**src/rtl/micron_arbiter.sv**
```systemverilog
// Round-robin arbiter sharing one SRAM controller between NREQ requesters.
module micron_arbiter #(
  parameter int unsigned NREQ = 3,
  parameter int unsigned AW   = 16
) (
  input  logic              clk50MHz,
  input  logic              rst_L,
  input  logic [NREQ-1:0]   req,
  input  logic [NREQ*AW-1:0] req_addr,
  input  logic [NREQ*2-1:0] req_burst,
  input  logic [NREQ-1:0]   req_we,
  output logic [NREQ-1:0]   grant,
  output logic [NREQ-1:0]   beat,
  output logic [NREQ-1:0]   done,
  output logic              ctrl_start,
  output logic [AW-1:0]     ctrl_addr,
  output logic [1:0]        ctrl_burst,
  output logic              ctrl_we,
  input  logic              ctrl_busy,
  input  logic              ctrl_beat
);

  localparam int unsigned IW = $clog2(NREQ);

  typedef enum logic [1:0] {IDLE, START, XFER, GAP} state_e;

  state_e          state_q, state_d;
  logic [IW-1:0]   ptr_q, ptr_d;
  logic [IW-1:0]   owner_q, owner_d;
  logic [NREQ-1:0] grant_q, grant_d;
  logic [NREQ-1:0] done_q, done_d;
  logic [AW-1:0]   addr_q, addr_d;
  logic [1:0]      burst_q, burst_d;
  logic            we_q, we_d;
  logic [4:0]      cnt_q, cnt_d;

  logic [AW-1:0]   addr_arr  [NREQ];
  logic [1:0]      burst_arr [NREQ];
  logic            found;
  logic [IW-1:0]   sel;
  logic [IW-1:0]   j;

  for (genvar g = 0; g < NREQ; g++) begin : g_unpack
    assign addr_arr[g]  = req_addr[g*AW +: AW];
    assign burst_arr[g] = req_burst[g*2 +: 2];
  end

  function automatic logic [4:0] burst_len(input logic [1:0] code);
    case (code)
      2'b00:   burst_len = 5'd1;
      2'b01:   burst_len = 5'd4;
      2'b10:   burst_len = 5'd8;
      default: burst_len = 5'd16;
    endcase
  endfunction

  always_ff @(posedge clk50MHz or negedge rst_L) begin
    if (!rst_L) begin
      state_q <= IDLE;
      ptr_q   <= '0;
      owner_q <= '0;
      grant_q <= '0;
      done_q  <= '0;
      addr_q  <= '0;
      burst_q <= '0;
      we_q    <= 1'b0;
      cnt_q   <= '0;
    end else begin
      state_q <= state_d;
      ptr_q   <= ptr_d;
      owner_q <= owner_d;
      grant_q <= grant_d;
      done_q  <= done_d;
      addr_q  <= addr_d;
      burst_q <= burst_d;
      we_q    <= we_d;
      cnt_q   <= cnt_d;
    end
  end

  always_comb begin
    state_d = state_q;
    ptr_d   = ptr_q;
    owner_d = owner_q;
    grant_d = grant_q;
    done_d  = '0;
    addr_d  = addr_q;
    burst_d = burst_q;
    we_d    = we_q;
    cnt_d   = cnt_q;
    found   = 1'b0;
    sel     = '0;
    j       = '0;
    // Rotating priority: scan from ptr upward, wrapping modulo NREQ.
    for (int unsigned i = 0; i < NREQ; i++) begin
      j = IW'((32'(ptr_q) + i) % NREQ);
      if (!found && req[j]) begin
        found = 1'b1;
        sel   = j;
      end
    end
    case (state_q)
      IDLE: begin
        if (found) begin
          owner_d      = sel;
          grant_d      = '0;
          grant_d[sel] = 1'b1;
          addr_d       = addr_arr[sel];
          burst_d      = burst_arr[sel];
          we_d         = req_we[sel];
          state_d      = START;
        end
      end
      START: begin
        if (ctrl_start) begin
          cnt_d   = burst_len(burst_q);
          state_d = XFER;
        end
      end
      XFER: begin
        if (ctrl_beat) begin
          cnt_d = cnt_q - 5'd1;
          if (cnt_q == 5'd1) begin
            state_d         = GAP;
            ptr_d           = (owner_q == IW'(NREQ - 1)) ? '0 : owner_q + 1'b1;
            done_d[owner_q] = 1'b1;
          end
        end
      end
      GAP: begin
        grant_d = '0;
        state_d = IDLE;
      end
      default: state_d = IDLE;
    endcase
  end

  always_comb begin
    ctrl_start = (state_q == START) && !ctrl_busy;
    beat       = (state_q == XFER && ctrl_beat) ? grant_q : '0;
  end

  assign grant      = grant_q;
  assign done       = done_q;
  assign ctrl_addr  = addr_q;
  assign ctrl_burst = burst_q;
  assign ctrl_we    = we_q;

endmodule

```
**config.mk**
```make
export PLATFORM = sky130hd
export DESIGN_NAME = micron_arbiter
export DESIGN_NICKNAME = d
export VERILOG_FILES = /design/src/rtl/micron_arbiter.sv
export SDC_FILE = /design/constraint.sdc
export NUM_CORES = 1
export LEC_CHECK = 0
export ABC_AREA = 1
export BUFFER_PORTS_ARGS = -buffer_cell sky130_fd_sc_hd__clkbuf_2
export CAP_MARGIN = 20
export CORE_ASPECT_RATIO = 1.1
export CORE_UTILIZATION = 46
export DETAILED_ROUTE_END_ITERATION = 10
export GPL_ROUTABILITY_DRIVEN = 0
export GPL_TIMING_DRIVEN = 0
export PLACE_DENSITY = 0.82
export SLEW_MARGIN = 20
export SYNTH_ARGS = -nofsm -noshare
export SYNTH_HDL_FRONTEND = slang
export SYNTH_SLANG_ARGS = --single-unit
```
**constraint.sdc**
```tcl
create_clock -name clk50MHz -period 1.9 [get_ports clk50MHz]
set_input_delay 0.38 -clock clk50MHz [delete_from_list [all_inputs] [get_ports clk50MHz]]
set_output_delay 0.38 -clock clk50MHz [all_outputs]
set_load 0.05 [all_outputs]
```
# --- Word level (Yosys, flattened, before mapping) ---
# Index checks and enable logic that the tools add are counted.
word_totals:
  reg_bits: 36
  in_bits: 64
  out_inout_bits: 29
  wordCells: 94
op_classes:
  addsub: 4
  div: 3
  magnitude_cmp: 8
  n_eq_ne: 11
  mux: 40
  bitwise: 1
  n_reduce_logical: 18
op_table:
  columns: ["operator", "count"]
  rows:
  - ["$mod 32x2->32 const B", 2]
  - ["$bmux 16 s2", 1]
  - ["$mod 2x2->32 const B", 1]
  - ["$mux 16", 2]
  - ["$mux 2", 10]
  - ["$lt 2x3->1 const B", 5]
  - ["$mux 3", 5]
  - ["$pmux 5 s3", 1]
  - ["$mux 5", 2]
  - ["$pmux 5 s2", 1]
  - ["$mux 1", 9]
  - ["$bmux 1 s2", 4]
  - ["$eq 2x2->1 const B", 4]
  - ["$ne 2x2->1 const B", 4]
  - ["$pmux 2 s4", 1]
  - ["$logic_and 1x1->1", 6]
  - ["$pmux 3 s2", 1]
  - ["$reduce_and 3->1", 2]
  - ["$eq 5x1->1 const B", 1]
  - ["$sub 5x1->5 const B", 1]
  - ["$bmux 2 s2", 1]
  - ["$demux 1 s2", 2]
  - ["$eq 2x1->1 const B", 2]
  - ["$ge 2x1->1 const B", 2]
  - ["10 further kinds", 15]

# --- Logic depth before layout (Yosys ltp) ---
depth:
  word_depth: 16
  ltp_mapped: 14
  ltp_nobuf: 13

# --- Worst setup path before layout ---
# No wires, ideal clock.
synth_path:
  path_kind: "register -> output"
  from: "register state_q[0]"
  to: "output beat[0]"
  arrival_time_ns: 1.646
  required_ns: 1.520
  slack_ns: -0.126
  path_stages_with_launch: 6
  n_path_buf: 1
  cell_sequence: "dfrtp_1 inv_1 ha_1 clkbuf_1 nand2_1 nor2_1"
synth_via:
  elab_chain_cells: 3
synth_lines:
  columns: ["item", "line_no", "rtl"]
  rows:
  - ["from (decl)", "27", "state_e state_q, state_d;"]
  - ["from (signal assigned)", "69", "state_q <= state_d;"]
  - ["$eq 2x2->1", "140", "beat = (state_q == XFER && ctrl_beat) ? grant_q : '0;"]
  - ["$logic_and 1x1->1", "140", null]
  - ["$mux 3", "140", null]
  - ["to (decl)", "13", "output logic [NREQ-1:0] beat,"]
# Every way passes these cells.

# --- Worst setup path in the final report ---
layout_path:
  from: "register ptr_q[0]"
  to: "register addr_q[0], in the netlist ctrl_addr[0]"
layout_via:
  elab_chain_cells: 14
  word_cells_on_any_way: 26
  cone_classes: "add/sub (2); div (3); mux (15); bitwise (1); reduce/logical (5)"
layout_lines:
  columns: ["item", "line_no", "rtl"]
  rows:
  - ["from (decl)", "28", "logic [IW-1:0] ptr_q, ptr_d;"]
  - ["from (signal assigned)", "70", "ptr_q <= ptr_d;"]
  - ["branches (longest 14 deep; another with $mod 32x2->32)", null, null]
  - ["to (signal assigned)", "74", "addr_q <= addr_d;"]
  - ["to (decl)", "32", "logic [AW-1:0] addr_q, addr_d;"]
# Several ways; the timed one is not identified. The select of a mux whose other input is x is not followed.
# A chain may end at the register's enable or synchronous reset.

==> impl_metrics.toml <==
[worst_setup_path]
r2r-start = "ptr_q[0]"
crit_path_max_fanout = 10
crit_type = "reg -> reg"
start_kind = "register"
r2r_cells = 12
cp_cell_sequence = "inv_2 -> ha_4 -> inv_4 -> nand2_2 -> nand3_2 -> nand2_4 -> nand4_1 -> nand2_2 -> inv_4 -> buf_8 -> nor2_2 -> a21oi_2"
r2r_slack_ps = -140
critPathLaunch = "ptr_q[0]"
cpPeakStageDelay_ps = 410
r2r_end = "ctrl_addr[0]"
crit_required_ps = 2090
cp_slowest_cell = "dfrtp_1"
endpoint_kind = "register"
crit_arrival_ps = 2230

[cells_and_area]
drive_gt1_share_pct = 50.00
syn_to_final_growth_pct = 48.42
fin_nets = 540
layout_commonest_cell = "clkbuf_2"
multi_input_area_sq_um = 1620
diodes = 0
fillCellCount = 404
seqCellArea_sq_um = 902.1
layout_common_cells = "88 x clkbuf_2, 56 x inv_1, 40 x nand2_1"

[synth]
synth_top_area_cell = "dfrtp_1"
synth.area.top_cells = "dfrtp_1 34%, inv_1 8.5%, nand3_2 7.7%"
ys_ff_latch = 36
yosysWarnings = 0
synth-edff-count = 0
postSynthCellCount = 341
synth.net_count = 416
ys.flop_type = "dfrtp_1"
yosysTopAreaCellShare_pct = 34.45
synthArstFlopShare_pct = 100.0
synth_area_sq_um = 2615
syn_avg_cell_area_sq_um = 7.669
seq_area_frac_synth_pct = 34.45
synth_cell_types = 35

[sta]
finalSetupTns_ps = -2955
clock.fmax_mhz = 490.3
hold_viol = 0
timing.final.ws_setup_ps = -139.5
layout_min_cycle_time_ps = 2039
skew_ps = 6.612
report.final.slew_viol_count = 0
min_period_over_period_pct = 107.3
worstMarginPinSlew_ps = 910.7
setup_viol = 26
maxSlewHeadroom_pct = 39.29
rsz0062_at_grt = "true"

[global_routing]
overflow = 0
grt_max_degree = 37
grt_pass1_vias = 2628
grt_pass1_wl_um = 11810
grtUsageTotal_pct = 25.72
antenna_found_initial = 0

[clock_tree]
numClockSinks = 36
clk_pin_slew_ps = 70
cts_root_buf = "clkbuf_8"
clockBufferDepth = 2
clk_latency_ps = 300
cts_made_buffers = 5
cts_tree = "built"
h-tree-depth = 2

[floorplanning]
start_util_pct = 48.16
ioPinCount = 93
fp-row-count = 28
die_w_um = 73.89
die_h_um = 81.08
die_area_sq_um = 5991
core_area_sq_um = 5430

[power]
p_per_area_nw_per_um2 = 2023
total_power_mw = 7.852
p_leak_nw = 2.070
peakVddDrop_v = 0.001320

[placement]
port_buffers = 92
hpwlAfterDp_um = 5012

[route]
num_vias = 2808
antenna_left = 0
wire_per_inst_um = 14.86
drtIter0Drc = 131
drt_first_pass_iters = 5
drc = 0
vias_per_cell = 5.190
wirelength_um = 8040

[flow_run]
drv_cap = 0

[worst_hold_path]
min_path_type = "in -> async"

[status]
violations = "negative setup slack"
outcome = "finished, violations left"
## registers in the layout (all words and copies together), names as in the netlist
name	cells
ptr_q	2
state_q	2
grant	3
owner_q	2
ctrl_we	1
cnt_q	5
ctrl_burst	2
done	3
ctrl_addr	16
## cell families after synthesis
family	Yosys count	share of synthesized area (%)
buffers and inverters	77	13.83
AOI/OAI and AO/OA	62	13.97
xor gates and xnor gates	2	0.6700
and+or+nand+nor	153	31.82
adders and majority gates	11	5.263
DFF	36	34.45
## worst max-delay path by stage
stage,end,slack (ps)
2_1_floorplan,beat[0],-130
3_3_place_gp,grant[2],-230
3_5_place_dp,ctrl_addr[1],-330
4_1_cts,ctrl_addr[7],-50
5_1_grt,ctrl_addr[14],-230
6_report,ctrl_addr[0],-140
## where the power goes
part	internal, mW	leakage, nW	switching [mW]
Sequential	1.11	0.419	0.270
Combinational	2.29	1.61	3.63
Clock	0.262	0.0424	0.293
Total	3.66	2.07	4.19
## what timing repair did
action / 4_1_cts / 5_1_grt
hold buffers: 0 / 0
resized for setup: 51 / 49
endpoints found under the setup margin: 32 / 33
pin swaps: 7 / 43
cloned: 1 / 2
buffers inserted: 16 / 8
hold endpoints to repair: 0 / 0
## synthesized netlist by cell type (2+ instances only)
library cell,number
xor2_1,2
nand4_1,3
nand2_2,6
buf_6,2
o21ai_0,8
nor2_1,33
dfrtp_1,36
a21oi_1,32
buf_2,6
inv_2,4
o21ai_1,2
nand2_4,3
buf_12,2
nand3_1,35
buf_4,2
a21oi_2,9
inv_1,59
a31oi_1,2
nand2_1,46
nand3_2,20
ha_1,11
o22ai_1,5
## layout make-up
cell class | instances | area share (%)
Multi-Input combinational cell | 228 | 41.75
Sequential cell | 36 | 23.24
Timing Repair Buffer | 118 | 19.60
Inverter | 63 | 6.286
Buffer | 13 | 4.513
Tap cell | 75 | 2.418
Clock buffer | 7 | 1.966
Clock inverter | 1 | 0.2257
## per-stage QoR
stage	util (%)	cell area [sq um]	worst slack [ps]	hold slack (ps)	std cells
6_report	71.47	3881	-139.5	204.3	541
5_1_grt	71.47	3881	-227.1	285.2	541
4_1_cts	65.90	3578	-48.57	241.7	531
3_5_place_dp	58.36	3169	-334.1	519.0	508
3_3_place_gp	58.36	3169	-233.0	505.7	508
2_1_floorplan	-	2615	-126.1	84.41	341
## worst max-delay path, delay by kind of cell, from the launching register on
family / cells / cell delay (ps)
compound gates: 1 / 40
simple gates: 6 / 750
fa+ha+maj: 1 / 320
buf+inv: 4 / 390
flops: 1 / 410
## routing by layer
metal	global-route usage [%]	vias to the layer above	wire, um
li1	-	1346	-
met1	30.08	1312	3148
met2	47.71	135	4251
met3	5.211	15	535
met4	5.962	0	104
met5	0	-	0
Power figures use the tool's default switching activity.
